--- src/rtl/spsram_fifo.sv ---
// -----------------------------------------------------------------------------
// spsram_fifo
//
// Synchronous FIFO controller that keeps its payload in an external
// single-port SRAM macro (en/wen/addr/din, read data one cycle after a read).
// Words flow through three stages, strictly in order:
//   write-hold register (WH) -> SRAM ring -> 2-entry output buffer (OB)
// The single SRAM port is shared between draining WH into the ring and
// refilling OB from the ring; reads win when both want the port.
//
// Parameters
//   W  data word width, must match the SRAM word width
//   N  SRAM depth in words (N >= 2, any value, not only powers of two)
//
// Ports
//   clk        clock, all state on the rising edge
//   rst_n      asynchronous active-low reset
//   push_vld   upstream word valid
//   push_data  upstream word
//   push_rdy   word accepted when push_vld & push_rdy
//   pop_vld    head word valid
//   pop_data   head word
//   pop_rdy    head consumed when pop_vld & pop_rdy
//   count      total words held (WH + SRAM + read in flight + OB), max N+3
//   sram_en    SRAM access enable
//   sram_wen   1 = write, 0 = read (meaningful only while sram_en)
//   sram_addr  SRAM address
//   sram_din   SRAM write data
//   sram_dout  SRAM read data, valid one cycle after a read
// -----------------------------------------------------------------------------
module spsram_fifo #(
  parameter int W = 32,
  parameter int N = 128
) (
  input  logic                    clk,
  input  logic                    rst_n,
  input  logic                    push_vld,
  input  logic [W-1:0]            push_data,
  output logic                    push_rdy,
  output logic                    pop_vld,
  output logic [W-1:0]            pop_data,
  input  logic                    pop_rdy,
  output logic [$clog2(N+4)-1:0]  count,
  output logic                    sram_en,
  output logic                    sram_wen,
  output logic [$clog2(N)-1:0]    sram_addr,
  output logic [W-1:0]            sram_din,
  input  logic [W-1:0]            sram_dout
);

  localparam int AW = $clog2(N);
  localparam int SW = $clog2(N + 1);
  localparam int CW = $clog2(N + 4);

  // Write-hold register
  logic          wh_vld_q, wh_vld_d;
  logic [W-1:0]  wh_data_q, wh_data_d;

  // SRAM ring bookkeeping
  logic [AW-1:0] wr_ptr_q, wr_ptr_d;
  logic [AW-1:0] rd_ptr_q, rd_ptr_d;
  logic [SW-1:0] sram_cnt_q, sram_cnt_d;
  logic          rd_inflight_q, rd_inflight_d;

  // Output buffer: entry 0 is always the head
  logic [W-1:0]  ob_data_q [2];
  logic [W-1:0]  ob_data_d [2];
  logic [1:0]    ob_cnt_q, ob_cnt_d;

  logic          rd_go;
  logic          wr_go;
  logic          push_fire;
  logic          pop_fire;
  logic [2:0]    ob_pending;

  // ---------------------------------------------------------------------------
  // Port arbitration, from registered state only
  // ---------------------------------------------------------------------------
  // A read may only be launched if OB has a free slot counting the read that
  // is already on its way back.
  assign ob_pending = {1'b0, ob_cnt_q} + {2'b00, rd_inflight_q};
  assign rd_go      = (sram_cnt_q != '0) && (ob_pending < 3'd2);
  assign wr_go      = wh_vld_q && (sram_cnt_q != SW'(N)) && !rd_go;

  assign sram_en    = rd_go || wr_go;
  assign sram_wen   = wr_go;
  assign sram_addr  = wr_go ? wr_ptr_q : rd_ptr_q;
  assign sram_din   = wh_data_q;

  // ---------------------------------------------------------------------------
  // Handshakes and status
  // ---------------------------------------------------------------------------
  // WH can take a new word when it is empty or is being written this cycle.
  // rst_n gates it so nothing is advertised while reset is asserted.
  assign push_rdy  = rst_n && (!wh_vld_q || wr_go);
  assign pop_vld   = (ob_cnt_q != 2'd0);
  assign pop_data  = ob_data_q[0];

  assign push_fire = push_vld && push_rdy;
  assign pop_fire  = pop_vld && pop_rdy;

  assign count = CW'(wh_vld_q) + CW'(sram_cnt_q) + CW'(rd_inflight_q) + CW'(ob_cnt_q);

  // ---------------------------------------------------------------------------
  // Next-state logic
  // ---------------------------------------------------------------------------
  always_comb begin
    // NOTE: every signal gets a default before any branch so no latch is inferred.
    wh_vld_d      = wh_vld_q;
    wh_data_d     = wh_data_q;
    wr_ptr_d      = wr_ptr_q;
    rd_ptr_d      = rd_ptr_q;
    sram_cnt_d    = sram_cnt_q;
    rd_inflight_d = rd_go;
    ob_data_d     = ob_data_q;
    ob_cnt_d      = ob_cnt_q;

    // WH empties when written to SRAM, refills on an accepted push.
    if (wr_go) begin
      wh_vld_d = 1'b0;
    end
    if (push_fire) begin
      wh_vld_d  = 1'b1;
      wh_data_d = push_data;
    end

    // Ring pointers wrap explicitly, N need not be a power of two.
    if (wr_go) begin
      wr_ptr_d   = (wr_ptr_q == AW'(N - 1)) ? '0 : wr_ptr_q + 1'b1;
      sram_cnt_d = sram_cnt_q + 1'b1;
    end else if (rd_go) begin
      rd_ptr_d   = (rd_ptr_q == AW'(N - 1)) ? '0 : rd_ptr_q + 1'b1;
      sram_cnt_d = sram_cnt_q - 1'b1;
    end

    // Pop frees the head first, so returning read data lands in the slot
    // that is the tail after the pop.
    if (pop_fire) begin
      ob_data_d[0] = ob_data_q[1];
      ob_cnt_d     = ob_cnt_q - 2'd1;
    end
    if (rd_inflight_q) begin
      ob_data_d[ob_cnt_d[0]] = sram_dout;
      ob_cnt_d               = ob_cnt_d + 2'd1;
    end
  end

  // ---------------------------------------------------------------------------
  // Control state: reset to empty
  // ---------------------------------------------------------------------------
  always_ff @(posedge clk or negedge rst_n) begin
    if (!rst_n) begin
      wh_vld_q      <= 1'b0;
      wr_ptr_q      <= '0;
      rd_ptr_q      <= '0;
      sram_cnt_q    <= '0;
      rd_inflight_q <= 1'b0;
      ob_cnt_q      <= 2'd0;
    end else begin
      // NOTE: non-blocking assignments so every register samples pre-edge values.
      wh_vld_q      <= wh_vld_d;
      wr_ptr_q      <= wr_ptr_d;
      rd_ptr_q      <= rd_ptr_d;
      sram_cnt_q    <= sram_cnt_d;
      rd_inflight_q <= rd_inflight_d;
      ob_cnt_q      <= ob_cnt_d;
    end
  end

  // ---------------------------------------------------------------------------
  // Payload storage
  // ---------------------------------------------------------------------------
  // NOTE: data registers are not reset; their contents are only observed
  // while the matching valid/count says so, which keeps them plain flops.
  always_ff @(posedge clk) begin
    wh_data_q <= wh_data_d;
    ob_data_q <= ob_data_d;
  end

endmodule

--- config.mk ---
export PLATFORM = sky130hd
export DESIGN_NAME = spsram_fifo
export DESIGN_NICKNAME = d
export VERILOG_FILES = /design/src/rtl/spsram_fifo.sv
export SDC_FILE = /design/constraint.sdc
export NUM_CORES = 1
export LEC_CHECK = 0
export BUFFER_PORTS_ARGS = -buffer_cell sky130_fd_sc_hd__buf_2
export CAP_MARGIN = 5
export CORE_ASPECT_RATIO = 0.5
export CORE_MARGIN = 2
export CORE_UTILIZATION = 47
export CTS_CLUSTER_DIAMETER = 200
export DETAILED_ROUTE_END_ITERATION = 8
export PLACE_DENSITY_LB_ADDON = 0.3
export SYNTH_ARGS = -nofsm -noshare
export SYNTH_HDL_FRONTEND = slang
export SYNTH_SLANG_ARGS = --single-unit
--- constraint.sdc ---
create_clock -name clk -period 3.5 [get_ports clk]
set_input_delay 0.7 -clock clk [delete_from_list [all_inputs] [get_ports clk]]
set_output_delay 0.7 -clock clk [all_outputs]
set_load 0.01 [all_outputs]
==> run summary <==
Max VDD drop: 607 uV
Register Area: 0.00321 mm2
Vias per inst: 4.79
Tcrit/Tclk final: 0.953
First-pass GRT wire length: 16.6 mm
Total core area: 0.0109 mm2
Number of global-route vias before repair: 3355
1st-pass router iterations: 4
Placed Instance Area: 0.00593 mm2
Max FO, Critical Path: 6
Via Count: 3420
Final #Nets: 642
Crit Path Category: register to output pin
Port bufs: 150
Clock Sinks: 122
Num rows: 27
CP required: 2.80 ns
Final period demand of the worst path: 3.33 ns
I/O pin cnt: 151
Lkg Pwr: 2.89 nW
Largest net degree at the start of global routing: 38
Mapped Area: 0.00526 mm2
Post-synth EDFFs: 64
Setup TNS: 0 ns
Cell area after layout: 0.00652 mm2
Skew final: 0.00876 ns
Hold Vio Cnt, Final: 0
Mapped Cells: 427
H-Tree Depth: 4
Die Area: 0.0121 mm2
Inserted Clock Buffers: 17
Maximum clock insertion buffer count: 2
Sequential area share after synthesis: 0.611
DP HPWL: 7.14 mm
Max_cap viols: 0
Post-CTS Setup Repair Bufs: 0
Library cells used by synthesis: 47
Synth warn: 0
Post-route ant nets: 0
GR Overflow Total: 0
Initial antenna violation count: 0
Clock-pin slew on the worst setup and hold paths: 0.06 ns
Synthesis-to-finish area growth: 24.0%
N_diodes: 0
Worst hold path type: input pin to asynchronous set/reset pin
Initial core utilization: 0.480
#FFs+latches synth: 122
Drt wl/cell: 14.4 um
Status: completed
Crit path capture type: output pin
# hold bufs at CTS: 0
Clk_lat worst skew: 0.40 ns
DR iter-0 viols: 130
Routability Congestion: 0.851
Post-CTS resize count: 0
Clk root buf: clkbuf_16
Fill count: 943
Final setup viols: 0
Least-Margin Pin Slew: 0.840 ns
CTS tree: done
CP arrival: 2.63 ns
RSZ-0062 raised after global routing: no
Async SR Flop Fraction: 0.213
Max Transition Viols Final: 0
Die H: 78.8 um
Remaining DRCs: 0
Syn_area_per_cell: 12.3 um2
Fmax: 0.300 GHz
Chip width: 154 um
Post-Syn Nets: 513
Slew headroom: 0.440
Multi-input gate area: 0.00171 mm2
Startpoint types: register
Pwr Density: 1080 mW/mm2
Share of layout cells above drive strength 1: 0.355
WL final: 10.3 mm
Dominant synthesized flop cell: edfxtp_1
GRT Overall Usage: 0.178
## worst max-delay path, stage by stage, from the launching register on
cell     delay (ns)
dfrtp_1        0.53
fa_1           0.48
ha_1           0.22
fa_1           0.40
a21o_1         0.19
nand2_1        0.09
nor2_1         0.06
xor2_1         0.13
buf_2          0.14
## final cells by class
class	count	share of cell area
timing repair buffer	156	0.122
tap	145	0.0278
sequential	122	0.493
clock buffer	17	0.0652
inverter	9	0.00556
clock inverter	15	0.0249
multi-input combinational	250	0.262
## metrics by stage
step	std cells	setup slack [ns]	total power (W)	hold slack (ns)	util
after floorplan	427	0.0838	0.00470	0.404	-
after global placement	682	0.589	0.00529	0.498	0.542
after detailed placement	682	0.422	0.00536	0.496	0.542
after CTS	714	0.128	0.00711	0.356	0.596
after global routing	714	0.00528	0.00757	0.384	0.596
final	714	0.166	0.00702	0.356	0.596
## Yosys cell counts, drive strengths merged (2+ instances only)
master,n,area share
a21o,7,0.010
nand2,39,0.029
mux2,2,0.0043
clkbuf,2,0.0014
a211oi,2,0.0029
nor2b,3,0.0036
fa,3,0.011
inv,9,0.0069
nor2,40,0.029
nand3,4,0.0038
mux2i,33,0.063
buf,44,0.059
xor2,6,0.010
dfxtp,32,0.12
edfxtp,64,0.37
dfrtp,26,0.12
ha,15,0.036
xnor2,14,0.023
o22ai,2,0.0024
o21ai,12,0.014
and2,3,0.0036
o31ai,3,0.0043
nand4,5,0.0059
nor3,4,0.0038
a21oi,39,0.037
## where the power goes
part	total, W	internal [W]	switching, W
Combinational	0.00284	0.00124	0.00161
Sequential	0.00245	0.00210	0.000350
Clock	0.00173	0.00106	0.000665
## path summary, 6_finish.rpt
check | from | end | slack [ns] | cells after the start
min in group clk | push_data[0] | sram_din[0]$_DFFE_PP_ | 0.47 | 1
max in group asynchronous | rst_n | wr_ptr_q[6]$_DFFE_PN0P_ | 2.89 | 2
hold / removal | rst_n | sram_cnt_q[4]$_DFFE_PN0P_ | 0.36 | 2
setup / recovery | sram_cnt_q[0]$_DFFE_PN0P_ | count[6] | 0.17 | 8
hold reg to reg | rd_ptr_q[6]$_DFFE_PN0P_ | rd_ptr_q[6]$_DFFE_PN0P_ | 0.52 | 1
setup reg to reg | sram_cnt_q[5]$_DFFE_PN0P_ | sram_cnt_q[6]$_DFFE_PN0P_ | 0.43 | 10
## routing by layer
layer  vias up  GRT usage  wire, um
met5         -          0         0
met4         0     0.0716       121
met3        11     0.0529       440
met2        72      0.292      4910
met1      1590      0.223      4790
li1       1747          -         -
## layout by cell type, fill, tap and decap left out, types with 5 or more instances in the layout
master,count
clkbuf_16,17
edfxtp_1,64
dfxtp_1,32
ha_1,14
a21oi_1,38
dfrtp_1,26
o21ai_0,10
xor2_1,6
buf_4,6
inv_6,5
mux2i_1,33
xnor2_1,14
a21o_1,7
nor2_1,39
inv_1,8
nand2_1,38
nand4_1,5
buf_2,150
## logic make-up (layout without fill, tap and decap cells)
logic type,Yosys count,in the layout,synth area share
AO/OA/AOI/OAI,72,72,0.0828
multiplexers,35,35,0.0671
adder cells (fa/ha/maj),18,18,0.0471
XOR/XNOR,20,20,0.0333
buffers and inverters,55,197,0.0669
flip-flops,122,122,0.611
AND/OR/NAND/NOR,105,105,0.0916
Power figures use the tool's default switching activity.
